[src/rtl/keypad_scanner.sv]
// keypad_scanner: 4x4 matrix keypad scanner with press/release debounce.
// Emits a one-cycle key_valid pulse with the hex code of each debounced press.
module keypad_scanner #(
  parameter int SCAN_DIV        = 24000,
  parameter int DEBOUNCE_CYCLES = 480000
) (
  input  logic       clk,
  input  logic       reset,
  input  logic [3:0] col_sync,
  output logic [3:0] row,
  output logic [3:0] key_code,
  output logic       key_valid,
  output logic       key_held
);
  localparam int SW  = $clog2(SCAN_DIV);
  localparam int DBW = $clog2(DEBOUNCE_CYCLES);
  localparam logic [SW-1:0]  DWELL_LAST = SW'(SCAN_DIV - 1);
  localparam logic [DBW-1:0] DB_LAST    = DBW'(DEBOUNCE_CYCLES - 1);
  // Nibble {row,col} of this constant is the hex label of that key.
  localparam logic [63:0] KEYMAP = 64'hDF0E_C987_B654_A321;

  typedef enum logic [1:0] {SCAN, PRESS_DB, HELD, RELEASE_DB} state_t;

  state_t         state_q, state_d;
  logic [1:0]     row_idx_q, row_idx_d;
  logic [SW-1:0]  dwell_q, dwell_d;
  logic [DBW-1:0] db_q, db_d;
  logic [3:0]     col_pat_q, col_pat_d;
  logic [1:0]     col_idx_q, col_idx_d;
  logic [3:0]     key_code_q, key_code_d;
  logic           key_valid_q, key_valid_d;
  logic           key_held_q, key_held_d;
  logic           one_low;
  logic [1:0]     col_enc;

  assign one_low = $onehot(~col_sync);
  assign col_enc = !col_sync[0] ? 2'd0 : !col_sync[1] ? 2'd1 : !col_sync[2] ? 2'd2 : 2'd3;

  always_comb begin
    state_d     = state_q;
    row_idx_d   = row_idx_q;
    dwell_d     = dwell_q;
    db_d        = db_q;
    col_pat_d   = col_pat_q;
    col_idx_d   = col_idx_q;
    key_code_d  = key_code_q;
    key_valid_d = 1'b0;
    key_held_d  = key_held_q;
    case (state_q)
      SCAN: begin
        if (dwell_q == DWELL_LAST) begin
          dwell_d = '0;
          if (one_low) begin
            state_d   = PRESS_DB;
            db_d      = '0;
            col_pat_d = col_sync;
            col_idx_d = col_enc;
          end else begin
            row_idx_d = row_idx_q + 2'd1;
          end
        end else begin
          dwell_d = dwell_q + 1'b1;
        end
      end
      PRESS_DB: begin
        if (col_sync != col_pat_q) begin
          state_d   = SCAN;
          db_d      = '0;
          dwell_d   = '0;
          row_idx_d = row_idx_q + 2'd1;
        end else if (db_q == DB_LAST) begin
          state_d     = HELD;
          db_d        = '0;
          key_valid_d = 1'b1;
          key_code_d  = KEYMAP[{row_idx_q, col_idx_q, 2'b00} +: 4];
          key_held_d  = 1'b1;
        end else begin
          db_d = db_q + 1'b1;
        end
      end
      HELD: begin
        if (col_sync[col_idx_q]) begin
          state_d = RELEASE_DB;
          db_d    = '0;
        end
      end
      RELEASE_DB: begin
        // A low latched column before completion is contact bounce, not a new press.
        if (!col_sync[col_idx_q]) begin
          state_d = HELD;
          db_d    = '0;
        end else if (db_q == DB_LAST) begin
          state_d    = SCAN;
          db_d       = '0;
          dwell_d    = '0;
          key_held_d = 1'b0;
          row_idx_d  = row_idx_q + 2'd1;
        end else begin
          db_d = db_q + 1'b1;
        end
      end
      default: state_d = SCAN;
    endcase
  end

  always_ff @(posedge clk or negedge reset) begin
    if (!reset) begin
      state_q     <= SCAN;
      row_idx_q   <= '0;
      dwell_q     <= '0;
      db_q        <= '0;
      col_pat_q   <= 4'hF;
      col_idx_q   <= '0;
      key_code_q  <= '0;
      key_valid_q <= 1'b0;
      key_held_q  <= 1'b0;
    end else begin
      state_q     <= state_d;
      row_idx_q   <= row_idx_d;
      dwell_q     <= dwell_d;
      db_q        <= db_d;
      col_pat_q   <= col_pat_d;
      col_idx_q   <= col_idx_d;
      key_code_q  <= key_code_d;
      key_valid_q <= key_valid_d;
      key_held_q  <= key_held_d;
    end
  end

  assign row       = ~(4'b0001 << row_idx_q);
  assign key_code  = key_code_q;
  assign key_valid = key_valid_q;
  assign key_held  = key_held_q;
endmodule
[config.mk]
export PLATFORM = sky130hd
export DESIGN_NAME = keypad_scanner
export DESIGN_NICKNAME = d
export VERILOG_FILES = /design/src/rtl/keypad_scanner.sv
export SDC_FILE = /design/constraint.sdc
export NUM_CORES = 1
export LEC_CHECK = 0
export CORE_UTILIZATION = 28
export DETAILED_ROUTE_END_ITERATION = 8
export DONT_BUFFER_PORTS = 1
export PLACE_DENSITY = 0.53
export SETUP_SLACK_MARGIN = 0.2
export SYNTH_ARGS = -nofsm -noshare
export SYNTH_HDL_FRONTEND = slang
export SYNTH_SLANG_ARGS = --single-unit
[constraint.sdc]
create_clock -name clk -period 5.6 [get_ports clk]
set_input_delay 1.4 -clock clk [delete_from_list [all_inputs] [get_ports clk]]
set_output_delay 1.4 -clock clk [all_outputs]
set_load 0.1 [all_outputs]
==> flow_metrics.py <==
metrics = {
    "detailed_routing": {
        "avgRoutedWirePerCell_um": 13.78,
        "firstDrtPassIters": 4,
        "wirelength_mm": 6.228,
        "vias_per_cell": 5.184,
        "drc": 0,
        "vias": 2343,
        "met1Wirelength_mm": 3.167,
        "wl_met2_mm": 2.796,
        "antenna_left": 0,
        "route.met3.wl_um": 162,
        "drt_iter0_drc": 102,
        "top_layer": "met4",
    },
    "timing": {
        "hold_viol_final": 0,
        "fin_skew_ns": 0.01539,
        "drv_slew": 0,
        "max_slew_margin_pct": 36.70,
        "timing.fmax_ghz": 0.2841,
        "tightest_slew_ns": 0.9496,
        "worst_slack_ns": 2.080,
        "grt_setup_unrepaired": "false",
        "finalCriticalPeriod_ns": 3.520,
        "setup_violations": 0,
        "finalCritPeriodShare_pct": 62.86,
        "fin_tns_setup_ns": 0,
    },
    "power": {
        "seqPwrFrac_pct": 43.3,
        "cellLeakagePower_nw": 1.413,
        "clockPowerShare_pct": 28.0,
        "ir_drop_v": 0.0002880,
        "comb_power_share_pct": 28.7,
        "p_sw_mw": 0.4403,
        "switching_share_pct": 39.11,
        "p_int_mw": 0.6854,
        "power_density_nw_per_um2": 342.4,
        "power_mw": 1.126,
    },
    "worst_setup_path": {
        "path_cells": "fa_1, inv_1, ha_1, ha_1, nor4b_1, a21o_1, o21ai_1, nand2b_1, o21ai_0, a21o_1",
        "critical_path.top_delay_family": "adder cells",
        "worstPathRequired_ns": 5.80,
        "cp_slowest_cell": "fa_1",
        "slowest_delay_ns": 0.52,
        "path_buf_inv": 1,
        "cp_max_fo": 13,
        "critPathLaunchType": "input port",
        "path_class": "in2reg",
        "worst_ep_arrival_time_ns": 3.72,
        "cp-end-kind": "flop",
    },
    "clocking": {
        "cts_tree": "done",
        "clock-root-buffer": "clkbuf_8",
        "holdBufCountCts": 0,
        "h-tree-depth": 2,
        "numCtsBuffers": 5,
        "post_cts_buffers": 0,
        "cts_resized": 0,
        "cts_sinks": 50,
        "clk_pin_slew_ns": 0.09,
        "clk_latency_ns": 0.32,
        "clock_path_buffers": 2,
    },
    "global_routing": {
        "antenna_found_initial": 0,
        "grt_max_degree": 51,
        "grtUsageTotal_pct": 12.40,
        "grt_pass1_vias": 2292,
        "grt_first_pass_wirelength_mm": 11.09,
        "overflow": 0,
    },
    "placed_design": {
        "place_congestion": 0.7859,
        "dp_cells": 444,
        "port_buffers": 0,
        "hpwl_mm": 4.360,
        "post-place-ws_ns": 1.744,
        "placedInstanceArea_um2": 3146,
    },
    "synth": {
        "ys_async_sr_fraction_pct": 100.0,
        "mappedNetlistNets": 342,
        "yosysUniqueCellTypes": 60,
        "ys_seq_elements": 50,
        "yosysWarnings": 0,
        "syn_inst": 320,
        "synth_area_per_cell_um2": 9.490,
        "synth_edf_count": 0,
        "synth_area_um2": 3037,
        "yosysSeqAreaShare_pct": 41.37,
        "ys.flop_type": "dfrtp_1",
    },
    "finish": {
        "finalInstanceArea_um2": 3288,
        "multi_input_area_um2": 1648,
        "ff_latch_area_um2": 1256,
        "fill_cells": 1082,
        "diodes": 0,
        "nets": 337,
        "drive_gt1_share_pct": 7.595,
        "final_cell_mix": "46 x dfrtp_1, 31 x nand2_1, 19 x inv_1, 19 x nor2_1, 19 x o21ai_0",
        "layout.cells.most_common": "dfrtp_1",
        "instances_no_fill": 452,
        "area.growth.synth_to_final_pct": 8.282,
    },
    "hold_path": {
        "holdCritPathClass": "reg2reg",
    },
    "floorplanning": {
        "ios": 16,
        "core_area_um2": 10420,
        "num_rows": 37,
        "die_w_um": 106.1,
        "die-area_um2": 11270,
        "fp.dieH_um": 106.1,
        "start_util_pct": 29.15,
    },
    "status": {
        "status": "complete, no violations",
    },
    "flow_run": {
        "maxCapViolCount": 0,
    },
}
final cells by class:
cell class / instances / area share, %
tap: 136 / 5.175
inverter: 19 / 2.169
multi-input combinational: 239 / 50.11
sequential: 50 / 38.20
clock buffer: 6 / 2.511
clock inverter: 2 / 1.826
cells in the mapped netlist, drive strengths merged (2+ instances only):
cell | instances | share of area [%]
dfrtp | 46 | 38
o21ai | 32 | 5.3
nand2 | 31 | 3.8
inv | 19 | 2.3
nor2 | 19 | 2.3
ha | 15 | 6.2
nand3 | 13 | 2.5
xor2 | 13 | 3.7
a21oi | 12 | 2.0
a31oi | 9 | 1.9
nor4 | 8 | 2.8
and3 | 7 | 1.4
nand4 | 7 | 1.6
buf | 6 | 1.3
clkbuf | 6 | 0.74
nor2b | 5 | 1.3
nor3 | 5 | 0.82
o31ai | 5 | 1.2
or3 | 5 | 1.0
a21o | 4 | 0.99
dfstp | 4 | 3.5
mux2 | 4 | 1.5
nor3b | 4 | 0.99
o2111ai | 4 | 1.2
and4 | 3 | 0.87
nor4b | 3 | 0.87
a41oi | 2 | 0.58
and2 | 2 | 0.41
mux2i | 2 | 0.66
nand4b | 2 | 0.58
o211ai | 2 | 0.49
state kept, by name, indices dropped and copies added (netlist names), 2 cells and up:
register	cells
dwell_q	15
col_idx_q	2
db_q	19
key_code	4
col_pat_q	4
row_idx_q	2
state_q	2
path summary, 6_finish.rpt:
| check | start | end | cells after the start | slack (ns) |
|---|---|---|---|---|
| worst min-delay path | col_pat_q[2] | col_pat_q[2] | 2 | 0.50 |
| worst max-delay path | col_sync[0] | db_q[18] | 10 | 2.08 |
| worst min register to register | col_pat_q[2] | col_pat_q[2] | 2 | 0.50 |
| min in group asynchronous | reset | db_q[17] | 0 | 0.76 |
| max in group asynchronous | reset | col_pat_q[0] | 0 | 4.65 |
| worst max register to register | state_q[0] | dwell_q[13] | 5 | 2.94 |
worst register-to-register path, cell delays in order, from the launching register on:
cell     delay (ns)
dfrtp_1        0.65
nor4b_1        0.61
and4_1         0.50
nor2_1         0.27
or3_1          0.42
a21oi_1        0.15
logic make-up (layout without fill, tap and decap cells):
kind of cell	Yosys count	count (layout)	share of synthesized area, %
simple gates	119	119	22.87
compound gates	83	83	17.64
buf+inv	31	27	4.368
xor+xnor	14	14	4.038
flops	50	50	41.37
mux	7	7	2.884
fa+ha+maj	16	16	6.840
per-stage QoR:
step           hold WS, ns  utilization [%]
2_1_floorplan       0.4622                -
5_1_grt             0.5484            31.57
3_3_place_gp        0.4792            30.20
6_report            0.4954            31.57
3_5_place_dp        0.4945            30.20
4_1_cts             0.4998            31.57
layer usage:
layer  GRT usage (%)  vias up
met4           5.258        0
li1                -     1162
met3           2.330        8
met5               0        -
met2           20.08       32
met1           16.09     1141
power by group through the flow:
stage | clock (mW) | sequential, mW | combinational, mW
after floorplan | 0 | 0.455 | 0.312
after global placement | 0 | 0.494 | 0.323
after detailed placement | 0 | 0.494 | 0.327
after CTS | 0.326 | 0.488 | 0.327
after global routing | 0.341 | 0.500 | 0.361
final | 0.315 | 0.488 | 0.323
Note: power is estimated with default switching activity, not from simulation.
